File: config.mk
export PLATFORM = sky130hd
export DESIGN_NAME = stage_if
export DESIGN_NICKNAME = d
export VERILOG_FILES = /design/src/rtl/stage_if_pkg.sv /design/src/rtl/if_id_latch.sv /design/src/rtl/stage_if.sv
export SDC_FILE = /design/constraint.sdc
export NUM_CORES = 1
export LEC_CHECK = 0
export ABC_AREA = 1
export CORE_MARGIN = 1
export CORE_UTILIZATION = 55
export DETAILED_ROUTE_END_ITERATION = 6
export GPL_TIMING_DRIVEN = 0
export PLACE_DENSITY = 0.93
export SLEW_MARGIN = 20
export SYNTH_ARGS = -nofsm -noshare
export SYNTH_HDL_FRONTEND = slang
export SYNTH_SLANG_ARGS = --single-unit
File: constraint.sdc
create_clock -name clk -period 2.8 [get_ports clk]
set_input_delay 0.56 -clock clk [delete_from_list [all_inputs] [get_ports clk]]
set_output_delay 0.56 -clock clk [all_outputs]
set_load 0.03 [all_outputs]
File: src/rtl/stage_if_pkg.sv
// Shared types and constants for the instruction-fetch stage.
package stage_if_pkg;

  typedef enum logic [1:0] {
    FETCH   = 2'd0,
    HOLD    = 2'd1,
    DISCARD = 2'd2
  } if_state_e;

  // sll $0,$0,0
  localparam logic [31:0] NOP_WORD         = 32'h0000_0000;
  localparam logic [31:0] DEFAULT_RESET_PC = 32'h0000_0000;

endpackage

File: src/rtl/if_id_latch.sv
// IF/ID pipeline register: hold beats flush, flush beats load.
module if_id_latch #(
  parameter logic [31:0] NOP_WORD = stage_if_pkg::NOP_WORD
) (
  input  logic        clk,
  input  logic        reset,
  input  logic        load_i,
  input  logic        flush_i,
  input  logic        hold_i,
  input  logic [31:0] pc_i,
  input  logic [31:0] instr_i,
  output logic [31:0] pc_o,
  output logic [31:0] instr_o,
  output logic        valid_o
);

  logic [31:0] pc_q;
  logic [31:0] instr_q;
  logic        valid_q;

  always_ff @(posedge clk) begin
    if (reset || (!hold_i && flush_i)) begin
      pc_q    <= '0;
      instr_q <= NOP_WORD;
      valid_q <= 1'b0;
    end else if (!hold_i && load_i) begin
      pc_q    <= pc_i;
      instr_q <= instr_i;
      valid_q <= 1'b1;
    end
  end

  assign pc_o    = pc_q;
  assign instr_o = instr_q;
  assign valid_o = valid_q;

endmodule

File: src/rtl/stage_if.sv
// Instruction fetch stage: PC, memory handshake FSM and branch/jump redirect.
module stage_if
  import stage_if_pkg::*;
#(
  parameter logic [31:0] RESET_PC = stage_if_pkg::DEFAULT_RESET_PC,
  parameter logic [31:0] NOP_WORD = stage_if_pkg::NOP_WORD
) (
  input  logic        clk,
  input  logic        reset,
  input  logic        enable,
  input  logic        inStall,
  input  logic        PCSrc,
  input  logic        Jump,
  input  logic [31:0] inAddBranch,
  input  logic [25:0] inJumpTarget,
  output logic        imemReq,
  output logic [31:0] imemAddr,
  input  logic        imemAck,
  input  logic [31:0] imemData,
  output logic [31:0] outPcLatch,
  output logic [31:0] outInstruction,
  output logic        outValid
);

  if_state_e   state_q, state_d;
  logic [31:0] pc_q, pc_d;
  logic [31:0] buf_q, buf_d;
  logic [31:0] saved_q, saved_d;

  logic        advance, redirect;
  logic [31:0] target, pc_plus4;
  logic        lat_load, lat_flush, lat_hold;
  logic [31:0] lat_instr;

  assign advance  = enable & ~inStall;
  assign redirect = (PCSrc | Jump) & advance;
  assign target   = PCSrc ? inAddBranch : {outPcLatch[31:28], inJumpTarget, 2'b00};
  assign pc_plus4 = pc_q + 32'd4;

  always_ff @(posedge clk) begin
    if (reset) begin
      state_q <= FETCH;
      pc_q    <= RESET_PC;
      buf_q   <= '0;
      saved_q <= '0;
    end else begin
      state_q <= state_d;
      pc_q    <= pc_d;
      buf_q   <= buf_d;
      saved_q <= saved_d;
    end
  end

  always_comb begin
    state_d   = state_q;
    pc_d      = pc_q;
    buf_d     = buf_q;
    saved_d   = saved_q;
    lat_load  = 1'b0;
    lat_flush = 1'b0;
    lat_hold  = ~advance;
    lat_instr = imemData;
    unique case (state_q)
      FETCH: begin
        if (redirect) begin
          lat_flush = 1'b1;
          if (imemAck) begin
            pc_d = target;
          end else begin
            // Outstanding fetch must drain before the new PC can be issued.
            saved_d = target;
            state_d = DISCARD;
          end
        end else if (imemAck) begin
          if (advance) begin
            lat_load = 1'b1;
            pc_d     = pc_plus4;
          end else begin
            buf_d   = imemData;
            state_d = HOLD;
          end
        end else if (advance) begin
          lat_flush = 1'b1;
        end
      end
      HOLD: begin
        if (redirect) begin
          lat_flush = 1'b1;
          pc_d      = target;
          state_d   = FETCH;
        end else if (advance) begin
          lat_load  = 1'b1;
          lat_instr = buf_q;
          pc_d      = pc_plus4;
          state_d   = FETCH;
        end
      end
      DISCARD: begin
        lat_hold = 1'b1;
        if (imemAck) begin
          pc_d    = saved_q;
          state_d = FETCH;
        end
      end
      default: state_d = FETCH;
    endcase
  end

  assign imemReq  = ~reset & (state_q != HOLD);
  assign imemAddr = pc_q;

  if_id_latch #(.NOP_WORD(NOP_WORD)) u_if_id (
    .clk     (clk),
    .reset   (reset),
    .load_i  (lat_load),
    .flush_i (lat_flush),
    .hold_i  (lat_hold),
    .pc_i    (pc_plus4),
    .instr_i (lat_instr),
    .pc_o    (outPcLatch),
    .instr_o (outInstruction),
    .valid_o (outValid)
  );

endmodule

* Word-level counts from Yosys, hierarchy flattened *
Index checks and enable logic that the tools add are counted.

word-level totals
  flip-flop bits (word level) = 163
  logic and storage cells = 65

operators by class
  add/sub/neg operators = 1
  equal/unequal tests = 9
  mux-type cells = 29
  bitwise logic cells = 9
  reduce and logical (&&, ||, !) cells = 10

operators with widths
  kind                                                                     number
  32-bit 2-to-1 mux                                                        10
  32-bit one-hot mux with 3 select lines                                   1
  32-bit by 3-bit adder with 32-bit output, second input constant          1
  2-bit 2-to-1 mux                                                         7
  3-bit inequality test, second input constant                             4
  3-bit AND reduction                                                      3
  1-bit 2-to-1 mux                                                         8
  2-bit one-hot mux with 3 select lines                                    1
  1-bit NOT                                                                5
  5-bit AND reduction                                                      1
  2-bit inequality test, second input constant                             2
  1-bit one-hot mux with 2 select lines                                    2
  1-bit bitwise AND                                                        3
  3-bit nonzero test                                                       1
  2-bit by 1-bit equality test with 1-bit output, second input constant    1
  2-bit equality test, second input constant                               1
  1-bit logical AND                                                        2
  2-bit zero test                                                          1
  2-bit by 1-bit inequality test with 1-bit output, second input constant  1
  1-bit zero test                                                          1
  1-bit logical OR                                                         1
  1-bit bitwise OR                                                         1

* Longest topological paths before layout *
  depth in word-level cells = 8
  depth in mapped cells = 12
  depth with buffers taken out = 12

* Hierarchy *
From an unflattened synthesis, not the netlist that was laid out.

unflattened totals
  cells, all modules = 1165
  area total of the unflattened synthesis = 8350.5 um^2

by module, submodules not included
  module       instances  cells an instance  area each (um^2)  seq. area each (um^2)
  stage_if     1          874                5944.5            1961.9
  if_id_latch  1          291                2406.1            1301.2

* Least setup slack after synthesis *
Ideal clock, no wire load.

  kind = input port to output port
  start point = input port reset
  end point = output port imemReq
  arrival time = 1.419 ns
  data required time = 2.240 ns
  slack = 0.821 ns
  cell stages on the path = 3
  buffers on the path = 2
  cells stage by stage = clkbuf_1 > clkbuf_1 > nor2_1

on the way
  longest elaborated chain between the ends = 2

RTL lines
  element            RTL line         text
  from (decl)        stage_if.sv:9    input logic reset,
  1-bit NOT          stage_if.sv:109  assign imemReq = ~reset & (state_q != HOLD);
  1-bit bitwise AND  stage_if.sv:109
  to (decl)          stage_if.sv:16   output logic imemReq,

No other way between the ends.

* Worst setup path after layout *
Ends and elaborated chain as after synthesis.

==> results.py <==
metrics = {
    "flow_run": {
        "max_cap_viol_count": 0,
    },
    "outcome": {
        "status": "completed",
    },
    "min_path": {
        "holdCritPathClass": "flop to flop",
        "timing.hold.worst_path_depth": 2,
        "hold_path.startpoint": "saved_q[28]",
    },
    "cts": {
        "tritoncts": "yes",
        "holdBufCountCts": 0,
        "cts_buffer_depth": 2,
        "clk_transition_reported_paths_ns": 0.06,
        "clkLatencyLatePin_ns": 0.43,
        "cts_root_buf": "sky130_fd_sc_hd__clkbuf_16",
        "cts-buffers-inserted": 17,
        "cts-htree-levels": 4,
        "post-cts-setup-buffers": 0,
        "cts_resized": 2,
        "cts_num_sinks": 163,
    },
    "synth": {
        "ys.flop_type": "sky130_fd_sc_hd__dfxtp_1",
        "ys_seq_elements": 163,
        "synth.top_cell.area_share": 0.373,
        "synth.avg_cell_area_um2": 7.39,
        "synth_warnings": 0,
        "postSynth.asyncResetShare": 0,
        "ys_seq_area_frac": 0.373,
        "mappedNetlistArea_um2": 8750,
        "post_synth_edffs": 0,
        "post-synth-top-area-cell": "sky130_fd_sc_hd__dfxtp_1",
        "synth_nets": 1282,
        "post_synth_inst_count": 1184,
        "synth_area_leaders": "sky130_fd_sc_hd__dfxtp_1 37%, sky130_fd_sc_hd__nand2_1 9.7%, sky130_fd_sc_hd__nor2_1 5.5%, sky130_fd_sc_hd__a21oi_1 5.3%, sky130_fd_sc_hd__o21ai_0 5.3%",
        "post_synth_num_cell_types": 45,
    },
    "finish": {
        "mostFrequentLayoutCell": "sky130_fd_sc_hd__nand2_1",
        "layout.nets": 1493,
        "layout_common_cells": "225 x sky130_fd_sc_hd__nand2_1, 192 x sky130_fd_sc_hd__clkdlybuf4s50_1, 163 x sky130_fd_sc_hd__dfxtp_1",
        "layout-area-overhead-vs-synth_pct": 32.5,
        "antennaDiodeCount": 0,
        "share_of_post_route_cells_with_drive_strength_above_1": 0.158,
    },
    "floorplanning": {
        "initial_utilization": 0.569,
        "floorplan.rows": 45,
        "floorplan.io_pins": 195,
        "die_height_um": 128,
        "fp.dieW_um": 128,
        "die-area_um2": 16400,
        "core-area_um2": 15400,
    },
    "routing": {
        "detail_route.iter0.violations": 1011,
        "detail_route.wirelength_um": 29400,
        "firstDrtPassIters": 7,
        "post_drt_wl_per_cell_um": 18.1,
        "antenna_violating_nets_post_route": 0,
        "dr_total_vias": 9447,
        "vias_per_cell": 5.84,
        "drc": 0,
    },
    "place": {
        "gp_congestion": 0.978,
        "placement.io_buffers": 193,
        "half_perimeter_wire_length_after_detailed_placement_um": 21300,
    },
    "sta": {
        "max_slew.worst_pin.slew_ns": 0.767,
        "grt_setup_unrepaired": "false",
        "final-hold-violation-count": 0,
        "hold_slack_ns": 0.462,
        "slew-limit-headroom": 0.489,
        "fin_setup_tns_ns": 0,
        "fin_crit_ns": 2.55,
        "finalMaxSlewViolations": 0,
        "skew_ns": 0.00773,
        "timing.fmax_ghz": 0.392,
        "setup_viol": 0,
        "final.period_utilization": 0.911,
    },
    "grt": {
        "initial_antenna_violation_count": 0,
        "grt_busiest_layer": "met2",
        "grt_pass1_wl_um": 45400,
        "globalRouteMet1Util": 0.471,
        "grt_use_met2": 0.572,
        "vias_in_the_first_global_route": 8849,
        "largest_net_degree_at_the_start_of_global_routing": 20,
        "grt_remaining_overflow": 0,
        "globalRouteMet3Util": 0.0689,
        "gr-usage-all-layers": 0.359,
    },
    "worst_setup_path": {
        "cp.required_ns": 2.24,
        "worst-endpoint-arrival_ns": 1.99,
        "worstSetupEndpointType": "output pin",
        "crit_type": "input pin to output pin",
        "crit_start": "reset",
        "critPathMaxFanout": 19,
        "nature_of_the_critical_path_startpoint": "input pin",
        "r2r-start": "imemAddr[2]",
        "worst_r2r_path_depth": 8,
    },
    "power_and_ir_drop": {
        "leakagePower_nw": 4.87,
        "design_power_total_mw": 6.45,
        "largest_vdd_supply_drop_mv": 0.527,
        "pwr_cell_area_nw_per_um2": 557,
    },
}
through the flow:
stage                     worst slack (ns)  std cells   util  cell area [um^2]
after floorplan                      0.821       1184      -              8750
after global placement              -0.552       1588  0.712             10900
after detailed placement            -0.579       1588  0.712             10900
after CTS                            0.276       1619  0.754             11600
after global routing                 0.204       1619  0.754             11600
final                                0.249       1619  0.754             11600
critical path: stages:
cell and delay [ns]:
sky130_fd_sc_hd__clkdlybuf4s50_1 0.49, sky130_fd_sc_hd__clkbuf_2 0.44, sky130_fd_sc_hd__nor2_1 0.11, sky130_fd_sc_hd__dlygate4sd2_1 0.39
cell usage after synthesis (3+ instances only):
cell and instances:
sky130_fd_sc_hd__a211oi_2 30, sky130_fd_sc_hd__a21oi_1 92, sky130_fd_sc_hd__a221oi_1 16, sky130_fd_sc_hd__and3_1 4, sky130_fd_sc_hd__buf_2 35, sky130_fd_sc_hd__buf_4 13, sky130_fd_sc_hd__buf_6 8, sky130_fd_sc_hd__clkbuf_1 19
sky130_fd_sc_hd__dfxtp_1 163, sky130_fd_sc_hd__inv_1 110, sky130_fd_sc_hd__inv_2 22, sky130_fd_sc_hd__mux2i_1 12, sky130_fd_sc_hd__nand2_1 225, sky130_fd_sc_hd__nand2_2 4, sky130_fd_sc_hd__nand3_1 33, sky130_fd_sc_hd__nand3b_1 5
sky130_fd_sc_hd__nand4_1 8, sky130_fd_sc_hd__nor2_1 127, sky130_fd_sc_hd__nor2_2 6, sky130_fd_sc_hd__nor2_4 4, sky130_fd_sc_hd__nor2_8 4, sky130_fd_sc_hd__nor3_1 3, sky130_fd_sc_hd__o211ai_1 57, sky130_fd_sc_hd__o211ai_2 20
sky130_fd_sc_hd__o21ai_0 92, sky130_fd_sc_hd__o21ai_1 7, sky130_fd_sc_hd__or2_2 34, sky130_fd_sc_hd__xnor2_1 5, sky130_fd_sc_hd__xor2_1 7
sequential cells by signal, summed over array words and instances (netlist names):
signal	flops
u_if_id.valid_o	1
u_if_id.pc_o	32
imemAddr	32
buf_q	32
saved_q	32
state_q	2
u_if_id.instr_o	32
logic make-up after synthesis:
| family | count (synthesis) | share of synthesized area |
|---|---|---|
| buffers and inverters | 212 | 0.109 |
| DFF | 163 | 0.373 |
| and+or+nand+nor | 462 | 0.236 |
| adders and majority gates | 1 | 0.00143 |
| AOI/OAI and AO/OA | 321 | 0.253 |
| xor gates and xnor gates | 13 | 0.0139 |
| muxes | 12 | 0.0137 |
worst paths after layout:
kind                  end  slack (ns)
min reg2reg   saved_q[28]        0.46
min           saved_q[28]        0.46
max reg2reg  imemAddr[14]        0.69
max               imemReq        0.25
layer usage:
metal | part of all wire | vias to the layer above
met5 | 0 | -
met4 | 0.040 | 0
met3 | 0.11 | 106
met2 | 0.45 | 634
met1 | 0.41 | 4350
li1 | - | 4357
layout make-up:
| class | instances | area (um^2) |
|---|---|---|
| flip-flops and latches | 163 | 3260 |
| multi-input cells | 809 | 4530 |
| repair buffers | 193 | 1930 |
| inverters | 134 | 507 |
| clock inverters | 11 | 199 |
| clock buffers | 21 | 450 |
| well taps | 211 | 264 |
| plain buffers | 77 | 445 |
| fillers | 1122 | 3780 |
where the power goes:
part | internal [mW] | switching [mW]
logic | 0.510 | 0.770
registers | 2.46 | 0.127
clock network | 1.61 | 0.966
total | 4.59 | 1.86
(Power assumes the default switching activity.)
